===== src/rtl/store_buffer_pkg.sv =====
// Shared types and constants for the store buffer write path.
// Selector encodings are shared with the load path in writeback.
// Optional feature macro: STORE_MISALIGN_EXC_EN (consumed by store_buffer).
package store_buffer_pkg;

    localparam logic [3:0] MEM_SEL_BYTE = 4'b0001;
    localparam logic [3:0] MEM_SEL_HALF = 4'b0011;
    localparam logic [3:0] MEM_SEL_WORD = 4'b1111;

    // One queued RAM write: word address, byte enables, lane-shifted data.
    typedef struct packed {
        logic [29:0] word_addr;
        logic [3:0]  be;
        logic [31:0] data;
    } sb_entry_t;

    typedef enum logic {
        ST_IDLE  = 1'b0,
        ST_ISSUE = 1'b1
    } drain_state_t;

    // A store is legal when its selector is known and its offset is naturally aligned.
    function automatic logic store_is_legal(input logic [3:0] sel, input logic [1:0] off);
        case (sel)
            MEM_SEL_BYTE: return 1'b1;
            MEM_SEL_HALF: return !off[0];
            MEM_SEL_WORD: return (off == 2'b00);
            default:      return 1'b0;
        endcase
    endfunction

endpackage


===== src/rtl/store_fifo.sv =====
// Purpose: circular store queue with a parallel word-address compare over live entries.
// Latency: a push is visible at head/count the cycle after it is written.
// Backpressure: full is exported; caller must not push when full nor pop when empty.
module store_fifo
    import store_buffer_pkg::*;
#(
    parameter int DEPTH = 4,
    parameter int PTR_W = 2
) (
    input  logic             clk,
    input  logic             rst,
    input  logic             push,
    input  sb_entry_t        push_entry,
    input  logic             pop,
    output logic             full,
    output logic             empty,
    output logic [PTR_W:0]   count,
    output sb_entry_t        head,
    output sb_entry_t        second,
    input  logic [29:0]      cmp_addr,
    output logic             match
);

    logic [PTR_W-1:0] rd_ptr;
    logic [PTR_W-1:0] wr_ptr;
    logic [PTR_W-1:0] rd_next;
    logic [PTR_W-1:0] wr_next;
    sb_entry_t        mem [DEPTH];

    // Pointers wrap naturally because DEPTH is a power of two.
    assign rd_next = rd_ptr + PTR_W'(1);
    assign wr_next = wr_ptr + PTR_W'(1);
    assign full    = (count == (PTR_W+1)'(DEPTH));
    assign empty   = (count == '0);
    assign head    = mem[rd_ptr];
    assign second  = mem[rd_next];

    // Storage, pointers and occupancy; simultaneous push and pop leave count unchanged.
    always_ff @(posedge clk or posedge rst) begin
        if (rst) begin
            rd_ptr <= '0;
            wr_ptr <= '0;
            count  <= '0;
            for (int i = 0; i < DEPTH; i++) begin
                mem[i] <= '0;
            end
        end else begin
            if (push) begin
                mem[wr_ptr] <= push_entry;
                wr_ptr      <= wr_next;
            end
            if (pop) begin
                rd_ptr <= rd_next;
            end
            case ({push, pop})
                2'b10:   count <= count + (PTR_W+1)'(1);
                2'b01:   count <= count - (PTR_W+1)'(1);
                default: count <= count;
            endcase
        end
    end

    // Compare every live slot (distance from head below count) against the lookup address.
    always_comb begin
        match = 1'b0;
        for (int i = 0; i < DEPTH; i++) begin
            if (({1'b0, PTR_W'(PTR_W'(i) - rd_ptr)} < count) && (mem[i].word_addr == cmp_addr)) begin
                match = 1'b1;
            end
        end
    end

endmodule


===== src/rtl/store_buffer.sv =====
// Purpose: formats MEM-stage stores into RAM writes, queues them, drains in order, flags load hazards.
// Latency: store accepted in cycle N drives ram_en in cycle N+1; load_hazard is combinational.
// Backpressure: store_ready = !full (no bypass of a same-cycle pop); head held until ram_ready.
// Optional macro STORE_MISALIGN_EXC_EN reports rejected stores on store_misalign/misalign_addr.
module store_buffer
    import store_buffer_pkg::*;
#(
    parameter int DEPTH = 4,
    parameter int PTR_W = 2
) (
    input  logic        clk,
    input  logic        rst,
    input  logic        store_valid,
    output logic        store_ready,
    input  logic [31:0] store_addr,
    input  logic [31:0] store_data,
    input  logic [3:0]  store_sel,
    input  logic        load_check_en,
    input  logic [31:0] load_check_addr,
    output logic        load_hazard,
    output logic        ram_en,
    output logic [3:0]  ram_write_en,
    output logic [31:0] ram_addr,
    output logic [31:0] ram_write_data,
    input  logic        ram_ready,
    output logic        empty,
    output logic        store_misalign,
    output logic [31:0] misalign_addr
);

    logic [1:0]     off;
    logic           legal;
    logic           accept;
    logic           push;
    logic           pop;
    sb_entry_t      push_entry;
    sb_entry_t      head;
    sb_entry_t      second;
    logic           fifo_full;
    logic           fifo_empty;
    logic [PTR_W:0] fifo_count;
    logic           fifo_match;
    drain_state_t   state;
    logic           load_vld;
    sb_entry_t      load_entry;
    logic           unused_load_lsb;

    // Formatter: lane-shift data and enables by the byte offset.
    assign off                  = store_addr[1:0];
    assign legal                = store_is_legal(store_sel, off);
    assign store_ready          = !fifo_full;
    assign accept               = store_valid && store_ready;
    assign push                 = accept && legal;
    assign push_entry.word_addr = store_addr[31:2];
    assign push_entry.be        = store_sel << off;
    assign push_entry.data      = store_data << {off, 3'b000};

    assign pop             = (state == ST_ISSUE) && ram_ready;
    assign load_hazard     = load_check_en && fifo_match;
    assign empty           = fifo_empty;
    assign unused_load_lsb = ^load_check_addr[1:0];

    store_fifo #(
        .DEPTH (DEPTH),
        .PTR_W (PTR_W)
    ) u_fifo (
        .clk        (clk),
        .rst        (rst),
        .push       (push),
        .push_entry (push_entry),
        .pop        (pop),
        .full       (fifo_full),
        .empty      (fifo_empty),
        .count      (fifo_count),
        .head       (head),
        .second     (second),
        .cmp_addr   (load_check_addr[31:2]),
        .match      (fifo_match)
    );

    // Pick the entry to present next: the current queue contents, or a store arriving this cycle.
    always_comb begin
        load_vld   = 1'b0;
        load_entry = push_entry;
        if (state == ST_IDLE) begin
            if (!fifo_empty) begin
                load_vld   = 1'b1;
                load_entry = head;
            end else if (push) begin
                load_vld = 1'b1;
            end
        end else if (ram_ready) begin
            if (fifo_count > (PTR_W+1)'(1)) begin
                load_vld   = 1'b1;
                load_entry = second;
            end else if (push) begin
                load_vld = 1'b1;
            end
        end
    end

    // Drain FSM with registered RAM outputs, held stable while ram_ready is low.
    always_ff @(posedge clk or posedge rst) begin
        if (rst) begin
            state          <= ST_IDLE;
            ram_en         <= 1'b0;
            ram_write_en   <= '0;
            ram_addr       <= '0;
            ram_write_data <= '0;
        end else begin
            case (state)
                ST_IDLE, ST_ISSUE: begin
                    if ((state == ST_IDLE) || ram_ready) begin
                        if (load_vld) begin
                            state          <= ST_ISSUE;
                            ram_en         <= 1'b1;
                            ram_write_en   <= load_entry.be;
                            ram_addr       <= {load_entry.word_addr, 2'b00};
                            ram_write_data <= load_entry.data;
                        end else begin
                            state          <= ST_IDLE;
                            ram_en         <= 1'b0;
                            ram_write_en   <= '0;
                            ram_addr       <= '0;
                            ram_write_data <= '0;
                        end
                    end
                end
                default: begin
                    state  <= ST_IDLE;
                    ram_en <= 1'b0;
                end
            endcase
        end
    end

`ifdef STORE_MISALIGN_EXC_EN
    // One-cycle pulse and captured address for each accepted-but-rejected store.
    always_ff @(posedge clk or posedge rst) begin
        if (rst) begin
            store_misalign <= 1'b0;
            misalign_addr  <= '0;
        end else begin
            store_misalign <= accept && !legal;
            if (accept && !legal) begin
                misalign_addr <= store_addr;
            end
        end
    end
`else
    assign store_misalign = 1'b0;
    assign misalign_addr  = '0;
`endif

endmodule


===== config.mk =====
export PLATFORM = sky130hd
export DESIGN_NAME = store_buffer
export DESIGN_NICKNAME = d
export VERILOG_FILES = /design/src/rtl/store_buffer_pkg.sv /design/src/rtl/store_fifo.sv /design/src/rtl/store_buffer.sv
export SDC_FILE = /design/constraint.sdc
export NUM_CORES = 1
export LEC_CHECK = 0
export CORE_MARGIN = 2
export CORE_UTILIZATION = 50
export DETAILED_ROUTE_END_ITERATION = 8
export GPL_TIMING_DRIVEN = 0
export PLACE_DENSITY = 0.78
export RECOVER_POWER = 25
export SKIP_LAST_GASP = 1
export SLEW_MARGIN = 15
export SYNTH_ARGS = -nofsm -noshare
export SYNTH_HDL_FRONTEND = slang
export SYNTH_SLANG_ARGS = --single-unit

===== constraint.sdc =====
create_clock -name clk -period 11.92 [get_ports clk]
set_clock_uncertainty 0.05 [all_clocks]
set_input_delay 2.384 -clock clk [delete_from_list [all_inputs] [get_ports clk]]
set_output_delay 2.384 -clock clk [all_outputs]
set_load 0.05 [all_outputs]

# Word-level counts from Yosys, hierarchy flattened

Cells that the tools add are included.

Shift operators: 2
Reduce and logical (&&, ||, !) cells: 15
Bitwise gates (word level): 4
Magnitude comparators: 9
Multiplexer cells: 28
Add/sub/neg operators: 8
Equality and inequality tests: 10

Operators by type and width:

| operator                                            | number |
|---|---|
| two-way mux 66 bit                                  | 9 |
| binary-select mux 66 bit (select 2 bit)             | 2 |
| bitwise mux 264 bit                                 | 1 |
| demux 66 bit (select 2 bit)                         | 1 |
| == test 30 bit                                      | 4 |
| two-way mux 32 bit                                  | 2 |
| left shift 32 x 5 -> 32 bit                         | 1 |
| less-than comparator 2 x 3 -> 1 bit                 | 4 |
| two-way mux 1 bit                                   | 10 |
| >= comparator 3 bit (second input constant)         | 3 |
| logical AND 1 bit                                   | 9 |
| inverter 2 -> 3 bit                                 | 3 |
| case mux 3 bit (2 select lines)                     | 1 |
| adder 2 x 1 -> 2 bit (second input constant)        | 2 |
| == test 4 x 1 -> 1 bit (second input constant)      | 1 |
| == test 4 x 2 -> 1 bit (second input constant)      | 1 |
| == test 4 bit (second input constant)               | 1 |
| two-way mux 4 bit                                   | 1 |
| left shift 4 x 2 -> 4 bit                           | 1 |
| subtractor 1 x 2 -> 2 bit (first input constant)    | 2 |
| subtractor 2 bit (first input constant)             | 2 |
| adder 3 x 1 -> 3 bit (second input constant)        | 1 |
| == test 3 bit (second input constant)               | 1 |
| > comparator 3 x 1 -> 1 bit (second input constant) | 1 |
| other kinds (11)                                    | 12 |

Register bits: 340
Input port bits: 105

# Depth between registers and ports, before layout

Depth after elaboration: 9
Gate-level depth with buffers: 11

# Modules after synthesis

From an unflattened synthesis, not the netlist that was laid out.

Cells, all modules: 1569
Area, all modules: 20427.1 µm²

By module, submodules not included:

| module       | instances | cells an instance | sequential area each (µm²) | area each (µm²) |
|---|---|---|---|---|
| store_fifo   | 1         | 936               | 6781.5                     | 14692.8 |
| store_buffer | 1         | 633               | 1676.6                     | 5734.2 |

# Worst setup path before layout

No wires, ideal clock.

Kind: input to output
Start point: input load_check_addr[11]
End point: output load_hazard
Slack: 5709 ps
Stages on the path: 6
Required time: 9486 ps
Arrival time: 3777 ps
Cell sequence: clkbuf_1 xor2_1 nor4_1 nand3_1 a2111oi_0 or4_1

Word-level cells in the longest chain between the ends: 7
Elaborated cells on any way between the ends: 13
Classes of those cells: eq/ne: 4; mux: 4; reduce/logical: 5

RTL lines:

| what                            | line               | RTL |
|---|---|---|
| start, declared                 | store_buffer.sv:19 | `input logic [31:0] load_check_addr,` |
| == test 30 bit                  | store_fifo.sv:67   | `if (({1'b0, PTR_W'(PTR_W'(i) - rd_ptr)} < count) && (mem[i].word_addr == cmp_addr)) begin` |
| logical AND 1 bit               | store_fifo.sv:67   |  |
| two-way mux 1 bit (3 in series) | store_fifo.sv:67   |  |
| two-way mux 1 bit *             | store_fifo.sv:67   |  |
| logical AND 1 bit *             | store_buffer.sv:59 | `assign load_hazard = load_check_en && fifo_match;` |
| end, declared                   | store_buffer.sv:20 | `output logic load_hazard,` |

Mark *: on every way between the ends. The rest lies on a longest branch, timed or not.

==> run summary <==
CP Launch Type: input pin
Setup_tns: 0 ns
DR WL/cell: 25.1 um
WHS: 0.446 ns
Cell count after synthesis: 1778
Combinational share of power: 0.481
CTS Sinks: 338
Sequential element share of the synthesized area: 0.432
Unrepaired setup endpoints after global routing: no
GR Layer Usage met1: 0.410
Syn Std Cell Area: 19600 um2
Vias per cell: 6.40
GR met3 Demand/Resource: 0.0842
Global-route wire length before repair: 99200 um
Grt total ovfl: 0
Vias in the first global route: 16888
Chip Width: 202 um
Synth cell count leaders: dfrtp_1 (338), nand2_1 (295), o21ai_1 (184)
Vias: 16456
Non-Filler Instances: 2571
Worst Path Required: 11.13 ns
Fin. Hold Viols: 0
Top_reg_cell synth: dfrtp_1
Initial Util: 0.507
CP bufs+invs: 3
CP top delay family: buffers and inverters
DIE HEIGHT: 202 um
Share of cells above drive strength 1: 0.188
Top cells by area, synth: dfrtp_1 (43%), mux4_2 (15%), nand2_1 (5.7%)
Final ANT Viol Nets: 0
Setup WS post-layout: 3.67 ns
Drt total wl: 64500 um
Area growth syn-to-layout: 19.4%
H-tree depth: 2
Peak supply drop: 122 uV
DRT iter0 DRCs: 2051
Synthesized area per cell: 11.0 um2
Hold path cells: 2
Max Root-Sink Buffers: 3
Stages on the worst setup path: 3
Leakage power: 10.3 nW
Fin crit period: 8.25 ns
Row Count: 72
Critical path arrival: 7.46 ns
Top-count cell post-synth: dfrtp_1
Cell Int Power: 3.54 mW
DRC Markers: 0
Hold WC Path Type: reg2reg
Slew @ Worst Pin: 5.66 ns
IO Pins: 210
Ys async rst share: 1.00
Slew headroom: -2.77
1st-pass router iterations: 6
Inst Count DP: 2503
Crit-path slowest cell: clkbuf_1
Post-DP HPWL: 45700 um
Netlist cell types: 52
R2R cell count: 10
Yosys top cell by area: dfrtp_1
Total setup buffers inserted after CTS: 0
Pins Over Slew Limit: 106
Num CTS Buffers: 38
PD cells: 262 nW/um2
Worst Path Max Fanout: 105
Status: finished, violations left
Antenna violations before repair: 0
Fillers: 3028
CP peak stage delay: 3.98 ns
Placeable Area: 38600 um2
# diodes: 0
P_sw: 2.60 mW
GRT Util Overall: 0.316
Max Clk Rate: 121 MHz
Post-synth EDFFs: 0
Die Area: 40800 um2
Critical path class: in2async
Sequential share of power: 0.322
Number of I/O port buffers: 170
Net Sw Frac: 0.424
Crit-path cells: dlygate4sd3_1 -> clkinvlp_2 -> clkbuf_1
Failing checks: capacitance limit, slew limit
Setup Viol. Count Final: 0
Share of the synthesized area in the top cell type: 0.432
Clock latency on the worst-skew pair: 0.53 ns
Clock share of power: 0.196
Register bit total from synthesis: 338
CTS tree: done
Yosys warning count: 0
Grt met2 use: 0.499
GPL Wtd Cong: 0.956
Root Buffer: clkbuf_16
Fin crit share: 0.692
# resized after CTS: 0
R2R setup slack: 8.92 ns
CTS Hold Buffers Added: 0
Clock transition at the registers of the reported paths: 0.05 ns
Final #Nets: 2143
Largest net degree at the start of global routing: 113
Max-cap violation count: 1
GRT Max-Usage Layer: met2
Crit end category: asynchronous set/reset pin
Setup WS pre-CTS: 4.13 ns
-- area by class of cell --
class / instances / area (um2) / area share
timing repair buffer: 173 / 1760 / 0.0753
tap: 518 / 648 / 0.0277
clock inverter: 13 / 133 / 0.00567
sequential: 338 / 8460 / 0.362
clock buffer: 55 / 1140 / 0.0487
buffer: 179 / 1040 / 0.0443
inverter: 42 / 159 / 0.00679
multi-input combinational: 1253 / 10100 / 0.430
-- final timing paths --
check                                         from              end
worst max register to register     u_fifo.count[1]     ram_addr[10]
max in group clk                load_check_addr[4]      load_hazard
min in group asynchronous                      rst     ram_addr[25]
worst min-delay path                u_fifo.mem[91]   u_fifo.mem[91]
worst max-delay path                           rst  u_fifo.mem[235]
worst min register to register      u_fifo.mem[91]   u_fifo.mem[91]
-- cell families (layout without fill, tap and decap cells) --
family / Yosys count / count (layout) / share of synthesized area
adder cells (fa/ha/maj): 13 / 13 / 0.00831
XOR/XNOR: 127 / 127 / 0.0568
flip-flops: 338 / 338 / 0.432
AO/OA/AOI/OAI: 460 / 460 / 0.147
AND/OR/NAND/NOR: 400 / 400 / 0.0891
buffers and inverters: 221 / 462 / 0.0609
multiplexers: 218 / 218 / 0.205
other: 1 / 35 / 0.000191
-- through the flow --
step / utilization / area [um2] / power, mW
after floorplan: - / 19700 / 3.95
after global placement: 0.571 / 22100 / 4.75
after detailed placement: 0.573 / 22200 / 4.86
after CTS: 0.606 / 23400 / 6.08
after global routing: 0.605 / 23400 / 6.41
final: 0.605 / 23400 / 6.14
-- cells in the final DEF (no fill, tap or decap), types with 9 or more instances in the layout --
cell	n
mux2_2	14
o21ai_1	184
mux4_2	132
clkbuf_16	41
nand4_1	9
o211ai_1	27
nor3_1	12
conb_1	35
nor2_1	16
nor2b_1	9
buf_6	13
inv_1	40
a21oi_1	17
xor2_1	113
o21ai_0	90
a22o_1	49
dfrtp_1	338
xnor2_1	14
nand2_1	295
mux2i_1	29
ha_1	13
clkbuf_1	50
mux2_1	12
buf_2	75
nand2b_1	12
a32oi_1	46
mux2_4	31
buf_4	46
nor4_1	24
clkdlybuf4s50_1	169
-- power groups by stage --
stage | combinational [mW] | sequential [mW] | clock [mW]
after floorplan | 1.81 | 2.13 | 0
after detailed placement | 2.90 | 1.97 | 0
final | 2.96 | 1.98 | 1.21
after global routing | 3.14 | 2.02 | 1.25
after global placement | 2.83 | 1.93 | 0
after CTS | 2.92 | 1.96 | 1.20
-- state kept, by name, indices dropped and copies added, names as in the netlist --
name            count
u_fifo.mem        264
u_fifo.rd_ptr       2
ram_write_data     32
state               1
u_fifo.count        3
ram_addr           30
ram_write_en        4
u_fifo.wr_ptr       2
-- per-layer routing --
layer  part of all wire  wire length [um]
met2               0.47             30100
met4              0.049              3160
met5                  0                 0
met1               0.37             23700
met3               0.12              7640
-- worst reg2reg max path: stages, from the launching register on --
cell      delay, ns
dfrtp_1        0.43
inv_1          0.19
ha_1           0.28
nand2b_1       0.08
buf_2          0.24
nor2_1         0.15
a21oi_1        0.36
buf_2          0.40
buf_2          0.31
o21ai_1        0.16
a22o_1         0.24
No activity file was read; power rests on OpenSTA's default activity.
